$ cat config.mk
export PLATFORM = sky130hd
export DESIGN_NAME = led_ws2812_sink
export DESIGN_NICKNAME = d
export VERILOG_FILES = /design/src/rtl/led_pkg.sv /design/src/rtl/led_bit_timer.sv /design/src/rtl/led_ws2812_sink.sv
export SDC_FILE = /design/constraint.sdc
export NUM_CORES = 1
export LEC_CHECK = 0
export ABC_AREA = 0
export BUFFER_PORTS_ARGS = -buffer_cell sky130_fd_sc_hd__buf_2
export CORE_UTILIZATION = 30
export CTS_CLUSTER_SIZE = 25
export DETAILED_ROUTE_END_ITERATION = 6
export SLEW_MARGIN = 40
export SYNTH_ARGS = -nofsm -noshare
export SYNTH_HDL_FRONTEND = slang
export SYNTH_SLANG_ARGS = --single-unit
$ cat constraint.sdc
create_clock -name csi_MCLK_clk -period 5.65 [get_ports csi_MCLK_clk]
set_clock_uncertainty 0.2 [all_clocks]
set_input_delay 1.13 -clock csi_MCLK_clk [delete_from_list [all_inputs] [get_ports csi_MCLK_clk]]
set_output_delay 1.13 -clock csi_MCLK_clk [all_outputs]
set_load 0.02 [all_outputs]
$ cat src/rtl/led_pkg.sv
// Shared state encoding and default WS2812 timing, in clocks at 50 MHz.
package led_pkg;

  typedef enum logic [1:0] {
    LATCH = 2'd0,
    IDLE  = 2'd1,
    HIGH  = 2'd2,
    LOW   = 2'd3
  } led_state_e;

  localparam int LED_T0H  = 20;
  localparam int LED_T1H  = 40;
  localparam int LED_TBIT = 63;
  localparam int LED_TRST = 2600;
  localparam int LED_BITS = 24;

  function automatic int led_max(input int a, input int b);
    return (a > b) ? a : b;
  endfunction

endpackage

$ cat src/rtl/led_bit_timer.sv
// Phase counter: counts clocks since the last load and flags the last clock of a phase.
module led_bit_timer #(
  parameter int CW = 12
) (
  input  logic          csi_MCLK_clk,
  input  logic          rsi_MRST_reset_n,
  input  logic          load,
  input  logic [CW-1:0] limit,
  output logic [CW-1:0] count,
  output logic          tc
);

  logic [CW-1:0] count_reg;

  // Holds at the terminal value instead of wrapping if no load arrives.
  always_ff @(posedge csi_MCLK_clk or negedge rsi_MRST_reset_n) begin
    if (!rsi_MRST_reset_n) begin
      count_reg <= '0;
    end else if (load) begin
      count_reg <= '0;
    end else if (!tc) begin
      count_reg <= count_reg + CW'(1);
    end
  end

  assign count = count_reg;
  assign tc    = (count_reg == limit - CW'(1));

endmodule

$ cat src/rtl/led_ws2812_sink.sv
// Avalon-ST pixel sink driving a WS2812 chain; pixels arriving in the last clock of a frame chain seamlessly.
module led_ws2812_sink
  import led_pkg::*;
#(
  parameter int T0H  = LED_T0H,
  parameter int T1H  = LED_T1H,
  parameter int TBIT = LED_TBIT,
  parameter int TRST = LED_TRST
) (
  input  logic        csi_MCLK_clk,
  input  logic        rsi_MRST_reset_n,
  input  logic [23:0] asi_LEDS_data,
  input  logic        asi_LEDS_valid,
  output logic        asi_LEDS_ready,
  output logic        coe_LED_dout
);

  localparam int            CW       = $clog2(led_max(TBIT, TRST) + 1);
  localparam logic [CW-1:0] HI0_LEN  = CW'(T0H);
  localparam logic [CW-1:0] HI1_LEN  = CW'(T1H);
  localparam logic [CW-1:0] LO0_LEN  = CW'(TBIT - T0H);
  localparam logic [CW-1:0] LO1_LEN  = CW'(TBIT - T1H);
  localparam logic [CW-1:0] RST_LEN  = CW'(TRST);
  localparam logic [4:0]    LAST_BIT = 5'(LED_BITS - 1);

  led_state_e    state_reg, state_next;
  logic [23:0]   shift_reg, shift_next;
  logic [4:0]    bit_idx_reg, bit_idx_next;
  logic          dout_reg, dout_next;
  logic          ready_reg, ready_next;
  logic          timer_load, timer_tc, accept;
  logic [CW-1:0] timer_count, timer_limit, count_next, low_len;
  logic [23:0]   grb;

  assign accept  = asi_LEDS_valid && ready_reg;
  assign grb     = {asi_LEDS_data[15:8], asi_LEDS_data[23:16], asi_LEDS_data[7:0]};
  assign low_len = shift_reg[23] ? LO1_LEN : LO0_LEN;

  always_comb begin
    case (state_reg)
      HIGH:    timer_limit = shift_reg[23] ? HI1_LEN : HI0_LEN;
      LOW:     timer_limit = low_len;
      default: timer_limit = RST_LEN;
    endcase
  end

  led_bit_timer #(.CW(CW)) u_timer (
    .csi_MCLK_clk     (csi_MCLK_clk),
    .rsi_MRST_reset_n (rsi_MRST_reset_n),
    .load             (timer_load),
    .limit            (timer_limit),
    .count            (timer_count),
    .tc               (timer_tc)
  );

  always_comb begin
    state_next   = state_reg;
    shift_next   = shift_reg;
    bit_idx_next = bit_idx_reg;
    timer_load   = 1'b0;
    case (state_reg)
      LATCH: begin
        if (timer_tc) begin
          state_next = IDLE;
          timer_load = 1'b1;
        end
      end
      IDLE: begin
        if (accept) begin
          state_next   = HIGH;
          shift_next   = grb;
          bit_idx_next = '0;
          timer_load   = 1'b1;
        end
      end
      HIGH: begin
        if (timer_tc) begin
          state_next = LOW;
          timer_load = 1'b1;
        end
      end
      LOW: begin
        if (timer_tc) begin
          timer_load = 1'b1;
          if (bit_idx_reg != LAST_BIT) begin
            state_next   = HIGH;
            shift_next   = {shift_reg[22:0], 1'b0};
            bit_idx_next = bit_idx_reg + 5'd1;
          end else if (accept) begin
            state_next   = HIGH;
            shift_next   = grb;
            bit_idx_next = '0;
          end else begin
            state_next = LATCH;
          end
        end
      end
      default: begin
        state_next = LATCH;
        timer_load = 1'b1;
      end
    endcase

    // Outputs are registered, so they are derived from where the FSM will be next clock.
    count_next = timer_load ? '0 : (timer_tc ? timer_count : timer_count + CW'(1));
    dout_next  = (state_next == HIGH);
    ready_next = (state_next == IDLE) ||
                 ((state_next == LOW) && (bit_idx_next == LAST_BIT) &&
                  (count_next == low_len - CW'(1)));
  end

  always_ff @(posedge csi_MCLK_clk or negedge rsi_MRST_reset_n) begin
    if (!rsi_MRST_reset_n) begin
      state_reg   <= LATCH;
      shift_reg   <= '0;
      bit_idx_reg <= '0;
      dout_reg    <= 1'b0;
      ready_reg   <= 1'b0;
    end else begin
      state_reg   <= state_next;
      shift_reg   <= shift_next;
      bit_idx_reg <= bit_idx_next;
      dout_reg    <= dout_next;
      ready_reg   <= ready_next;
    end
  end

  assign asi_LEDS_ready = ready_reg;
  assign coe_LED_dout   = dout_reg;

endmodule

# Word-level counts from Yosys, hierarchy flattened
# Cells that the tools add are included.
# totals
reg_bits	45
latch_bits	0
ram_bits	0
romBits	0
wordCells	52
mem_count	0
# classes
n_addsub	4
multipliers	0
n_div	0
order_cmp	0
n_eq_ne	11
shift	0
mux	23
bitwise_logic	0
reduce_logical	8
# op_table
operator	n
$mux W24	3
$pmux W24 S2	1
$eq A12 B12 Y1	2
$mux W12	2
$pmux W12 S2	1
$mux W5	3
$add A12 B1 Y12 const B	1
$mux W2	6
$mux W6	2
$sub A12 B1 Y12 const B	1
$pmux W5 S2	1
$eq A2 B2 Y1 const B	4
$pmux W2 S4	1
$sub A6 B1 Y7 const B	1
$add A5 B1 Y5 const B	1
$eq A5 B5 Y1 const B	1
$ne A5 B5 Y1 const B	1
$eq A2 B1 Y1 const B	2
$logic_and A1 B1 Y1	3
$reduce_or A3 Y1	1
$logic_not A2 Y1	1
$mux W1	2
$ne A2 B2 Y1 const B	1
$pmux W1 S2	1
3 further kinds	3

# Longest topological paths before layout
# Gate-level depths: netlist of the first run.
# depth
ltp_word	10
depth_mapped	13

# Hierarchy
# Synthesis of the first run repeated with hierarchy kept, for this count alone.
# hier_totals
cells_unflattened	371
hier_area_um2	3208.1
# by_module_without_submodules
module	instances	cells_per_inst	area_per_inst_um2	seq_area_each_um2
led_ws2812_sink	1	223	1948.1	825.8
led_bit_timer	1	148	1260.0	300.3

# Worst setup path after synthesis of the first run
# Ideal clock, no wire load.
# synth_timing
path_kind	reg-to-reg
from	register state_reg[1]
to	register shift_reg[23]
setup_time_ns	0.073
t_arrival_ns	2.991
required_time_ns	5.377
path_slack_ns	2.386
path_stages_with_launch	14
path_buffers	3
cell_sequence	dfrtp_1 > clkbuf_1 > nand2_1 > ha_1 > xnor2_1 > or4_1 > a2111o_1 > nand2_1 > and2_1 > buf_4 > a21boi_4 > buf_4 > nor2_1 > a21oi_2
# synth_via
elab_chain_cells	6
elab_cells_between_ends	10
classes_between	add/sub: 1; eq/ne: 5; mux: 2; reduce/logical: 2
# synth_lines
element	line_no	source
start: declaration	led_ws2812_sink.sv:26	led_state_e state_reg, state_next;
start signal: assignment	led_ws2812_sink.sv:120	state_reg <= state_next;
$eq A2 B2 Y1 (on tied branches)	led_ws2812_sink.sv:40, led_ws2812_sink.sv:61	
$pmux W12 S2	led_ws2812_sink.sv:40	case (state_reg)
$sub A12 B1 Y12	led_bit_timer.sv:27	assign tc = (count_reg == limit - CW'(1));
$eq A12 B12 Y1	led_bit_timer.sv:27	
$ne A2 B2 Y1 (no source line)	n/a	
$reduce_and A2 Y1 (no source line)	n/a	
end signal: assignment	led_ws2812_sink.sv:121	shift_reg <= shift_next;
end: declaration	led_ws2812_sink.sv:27	logic [23:0] shift_reg, shift_next;
# Several ways; a longest one is shown, not always the timed one.
# A chain may end at the register's enable or synchronous reset.

# Worst setup path in the final report of the first run
# layout_timing
from	register state_reg[0]
to	register shift_reg[16]
# Same word-level chain as after synthesis.

==> results of run 1 <==
[where the power goes]
part           total, mW  switching, mW  internal (mW)
registers          0.577          0.126          0.452
logic              0.532          0.310          0.222
clock network      0.205          0.108         0.0968
[synth_stat cells (2+ instances only)]
| cell | count |
|---|---|
| dfrtp_1 | 45 |
| nor2_1 | 40 |
| nand2_1 | 23 |
| o22ai_1 | 23 |
| a21oi_2 | 19 |
| a21oi_1 | 12 |
| clkbuf_1 | 9 |
| inv_1 | 9 |
| xnor2_1 | 9 |
| nand4_1 | 7 |
| o21ai_0 | 6 |
| nor3_1 | 5 |
| nand3_1 | 4 |
| nor2b_1 | 4 |
| and2_1 | 3 |
| buf_2 | 3 |
| buf_4 | 3 |
| ha_1 | 3 |
| xor2_1 | 3 |
| a21boi_0 | 2 |
| a21o_1 | 2 |
| a31o_2 | 2 |
| a31oi_1 | 2 |
| and4b_1 | 2 |
| nor4b_1 | 2 |
| o21ai_1 | 2 |
| o41ai_1 | 2 |
| or3_1 | 2 |
[per-layer routing]
metal | vias to the layer above | GRT usage (%)
li1 | 1000 | -
met1 | 997 | 17.9
met2 | 52 | 21.7
met3 | 5 | 2.63
met4 | 0 | 3.08
met5 | - | 0
[path summary, 6_finish.rpt]
path | slack, ps | end
max in group asynchronous | 4220 | shift_reg[0]
hold reg to reg | 330 | shift_reg[17]
min in group asynchronous | 630 | bit_idx_reg[2]
setup reg to reg | 1510 | shift_reg[16]
hold / removal | 330 | shift_reg[17]
setup / recovery | 1510 | shift_reg[16]
[critical path: cells and delay by family (launching register included)]
family | cells | cell delay (ps)
flops | 1 | 530
buf+inv | 1 | 340
fa+ha+maj | 1 | 310
simple gates | 5 | 960
xor+xnor | 2 | 490
compound gates | 3 | 1220
[cell type report]
cell class,instances,area share (%)
clock buffers,6,2.98
clock inverters,1,0.271
inverters,9,1.22
multi-input cells,198,44.9
flip-flops and latches,45,40.6
well taps,102,4.60
repair buffers,29,5.42
[cell families after synthesis]
group | count (synthesis) | share of synthesized area (%)
adder cells (fa/ha/maj) | 3 | 1.52
AO/OA/AOI/OAI | 83 | 25.1
AND/OR/NAND/NOR | 100 | 19.3
buffers and inverters | 24 | 4.25
flip-flops | 45 | 45.6
XOR/XNOR | 12 | 4.25
[per-stage QoR]
| step | hold slack [ps] | utilization [%] | std cells |
|---|---|---|---|
| after detailed placement | 312 | 34.1 | 383 |
| after global placement | 303 | 34.1 | 383 |
| after global routing | 355 | 35.3 | 390 |
| after CTS | 332 | 35.3 | 390 |
| final | 326 | 35.3 | 390 |
| after floorplan | 289 | - | 267 |
==> impl_metrics.json, run 1 <==
{
  "status": "finished, final reports clean",
  "synth.distinct_cells": 47,
  "path_class": "flop to flop",
  "area_delta_synth_final_pct": 12.2,
  "setup_tns_ps": 0,
  "ys_seq_elements": 45,
  "multi_input_area_mm2": 0.00124,
  "h-tree-depth": 2,
  "numCtsBuffers": 5,
  "clock-sinks": 45,
  "postCtsResizedCells": 0,
  "io_buffers": 28,
  "maxUsedRoutingLayer": "met4",
  "critPathRequiredTime_ps": 5680,
  "core-area_mm2": 0.00785,
  "r2r_start": "state_reg[0]",
  "post-cts-setup-buffers": 0,
  "layout_commonest_cell": "dfrtp_1",
  "max-slew-margin-rel_pct": 49.1,
  "layout.cells.most_common_list": "dfrtp_1, nor2_1, buf_2",
  "die_y_um": 92.8,
  "vdd_ir_drop_max_mv": 0.198,
  "antenna_cells": 0,
  "fin_nets": 318,
  "dominantRegCellSynth": "dfrtp_1",
  "grt-ovfl-total": 0,
  "p_per_area_mw_per_mm2": 474,
  "clk_path_buf_depth": 2,
  "synth_area_leader_cell": "dfrtp_1",
  "vias": 2054,
  "grt_antenna_before_repair": 0,
  "synthesis.instances": 267,
  "min_path_cells": 2,
  "yosys.area.top_type_share_pct": 45.6,
  "hold_viol_final": 0,
  "power_mw": 1.31,
  "met1Wirelength_mm": 2.53,
  "async_flop_share_pct": 100,
  "yosysSeqAreaShare_pct": 45.6,
  "worst_slack_ps": 1510,
  "cp-end-kind": "flop",
  "ant_nets": 0,
  "path_clk_slew_ps": 80,
  "hold_class": "flop to flop",
  "cpPeakStageDelay_ps": 650,
  "worstMarginPinSlew_ps": 761,
  "grt_pass1_vias": 1917,
  "rows": 32,
  "startpoint": "state_reg[0]",
  "clockRootBuffer": "clkbuf_8",
  "reg2regPathDepth": 12,
  "fin_crit_ps": 4140,
  "ios": 29,
  "rsz0062_at_grt": "false",
  "wl_met2_mm": 2.56,
  "drt_iter0_drc": 118,
  "drc": 0,
  "fillerInstances": 822,
  "p_leak_nw": 1.12,
  "cp-start-kind": "flop",
  "drv_slew": 0,
  "synth_fp_nets": 297,
  "drive_gt1_share_pct": 21.5,
  "grt_pass1_wl_mm": 9.15,
  "cp_max_fo": 25,
  "crit_arrival_ps": 4170,
  "dpl.hpwl_mm": 3.69,
  "wirelength_mm": 5.38,
  "grtUsageTotal_pct": 13.2,
  "cts_tree": "built",
  "max_cap_viol_count": 0,
  "timing.final.crit_share_pct": 73.3,
  "min-delay-start": "shift_reg[17]",
  "path_cells": "xnor2_1, nand2_1, ha_1, xnor2_1, or4_1, a2111o_1, nand2_1, and2_1, buf_4, a21boi_4, nor2_1, a21oi_2",
  "synth_edf_count": 0,
  "synthTopCellsByArea": "dfrtp_1, a21oi_2, nor2_1",
  "place_congestion": 0.799,
  "die_w_um": 92.8,
  "first_pass_iters": 4,
  "critPathSlowestCell": "a21boi_4",
  "fmax_mhz": 242,
  "clkLatencyLatePin_ps": 300,
  "place_ws_ps": 1520,
  "fin_area_mm2": 0.00277,
  "dieArea_mm2": 0.00860,
  "wl_per_cell_um": 13.8,
  "routed-wl-met3_um": 250,
  "dpl_cell_area_mm2": 0.00268,
  "avgSynthCellArea_um2": 9.26,
  "seqCellArea_mm2": 0.00113,
  "netlist_area_mm2": 0.00247,
  "largest_reg_flops": 24,
  "grt_max_degree": 46,
  "drt-vias-per-instance": 5.27,
  "finalSetupViolations": 0,
  "cts_hold_buf": 0,
  "start_util_pct": 31.5,
  "synth_warnings": 0
}
Power figures use the tool's default switching activity.
==> run 2, diff against run 1 <==
Clock period 5.65 ns to 4.1 ns, I/O delays scaled along.
==> run 2 against run 1 <==
Worst setup slack worse by 1100 ps. Worst hold slack got worse by 18 ps. Cell count grew 1.0%. Combinational power grew 43%. Sequential power rose by 35%. Core utilization up 0.16 points. Sequential share of layout area down 0.18 points. Maximum frequency grew 13%.
==> impl_metrics.json, run 2 (synthesis results as in run 1) <==
{
  "setup_tns_ps": 0,
  "startpoint": "state_reg[0]",
  "core-area_mm2": 0.00785,
  "dpl.cell_count": 386,
  "worst_slack_ps": 424,
  "wl_per_cell_um": 13.9,
  "cp-end-kind": "flop",
  "first_pass_iters": 4,
  "cp_max_fo": 14,
  "fin_crit_ps": 3680,
  "drt_iter0_drc": 94,
  "place_ws_ps": 457,
  "critPathRequiredTime_ps": 4130,
  "ant_nets": 0,
  "cts_hold_buf": 0,
  "die_y_um": 92.8,
  "dpl.hpwl_mm": 3.77,
  "crit_arrival_ps": 3710,
  "cts_tree": "built",
  "grtUsageTotal_pct": 13.6,
  "drt-vias-per-instance": 5.18,
  "timing.final.crit_share_pct": 89.7,
  "grt_pass1_wl_mm": 9.40,
  "grt_max_degree": 46,
  "path_clk_slew_ps": 90,
  "clock-sinks": 45,
  "path_class": "flop to flop",
  "h-tree-depth": 2,
  "max_cap_viol_count": 0,
  "largest_reg_flops": 24,
  "place_congestion": 0.805,
  "drv_slew": 0,
  "ios": 29,
  "fin_nets": 321,
  "finalSetupViolations": 0,
  "die_w_um": 92.8,
  "grt-ovfl-total": 0,
  "wirelength_mm": 5.46,
  "numCtsBuffers": 5,
  "p_leak_nw": 1.13,
  "vdd_ir_drop_max_mv": 0.268,
  "cp-start-kind": "flop",
  "grt_pass1_vias": 1945,
  "postCtsResizedCells": 0,
  "layout.cells.most_common_list": "dfrtp_1, nor2_1, buf_2",
  "max-slew-margin-rel_pct": 50.0,
  "clk_path_buf_depth": 2,
  "hold_class": "input port to asynchronous set/reset pin",
  "rsz0062_at_grt": "false",
  "clockRootBuffer": "clkbuf_8",
  "post-route-util_pct": 35.5,
  "grt_antenna_before_repair": 0,
  "fmax_mhz": 272,
  "stdcell_count": 394,
  "layout_commonest_cell": "dfrtp_1",
  "worstMarginPinSlew_ps": 748,
  "io_buffers": 28,
  "rows": 32,
  "status": "finished, final reports clean",
  "drive_gt1_share_pct": 21.6,
  "area_delta_synth_final_pct": 12.7,
  "vias": 2041,
  "start_util_pct": 31.5,
  "drc": 0,
  "antenna_cells": 0,
  "clkLatencyLatePin_ps": 300,
  "p_per_area_mw_per_mm2": 653,
  "r2r_start": "state_reg[0]",
  "hold_viol_final": 0,
  "post-cts-setup-buffers": 0,
  "dieArea_mm2": 0.00860
}
## run 2: path summary, 6_finish.rpt
check	depth (start not counted)	endpoint	slack (ps)
max in group asynchronous	1	bit_idx_reg[0]	3000
min	1	shift_reg[3]	310
max reg2reg	11	asi_LEDS_ready	420
min in group csi_MCLK_clk	2	shift_reg[1]	330
max	11	asi_LEDS_ready	420
min reg2reg	2	shift_reg[1]	330
## run 2: final cells by class
cell class / count / area (um^2)
fillers: 832 / 5060
multi-input cells: 198 / 1240
flip-flops and latches: 45 / 1130
repair buffers: 32 / 173
well taps: 102 / 128
clock buffers: 7 / 76.3
inverters: 9 / 33.8
clock inverters: 1 / 7.51
## run 2: critical path, stage by stage, from the launching register on
cell,delay (ps)
dfrtp_1,530
xnor2_1,390
nand2_1,100
ha_1,290
xnor2_1,120
or4_1,490
a2111oi_4,600
nor2_1,90
a21oi_1,310
and4b_1,250
nand4_1,110
o21ai_1,130
## run 2: where the power goes
part / internal (mW) / switching, mW
logic: 0.313 / 0.450
clock network: 0.121 / 0.153
registers: 0.623 / 0.158
total: 1.06 / 0.761
## run 2: metal layers
layer  global-route usage [%]  up-vias  part of all wire, %  routed length [um]
met2                     21.9       42                   46                2530
met1                     18.2      974                   48                2620
li1                         -     1017                    -                   -
met4                     4.74        0                  1.8                  97
met3                     2.79        8                  3.9                 215
met5                        0        -                    0                   0
## run 2: metrics by stage
step | cell area, um^2 | total power, mW | hold slack (ps)
after CTS | 2780 | 1.83 | 331
after floorplan | 2470 | 1.37 | 289
after global placement | 2700 | 1.53 | 300
final | 2780 | 1.82 | 308
after global routing | 2780 | 1.96 | 353
after detailed placement | 2700 | 1.55 | 312
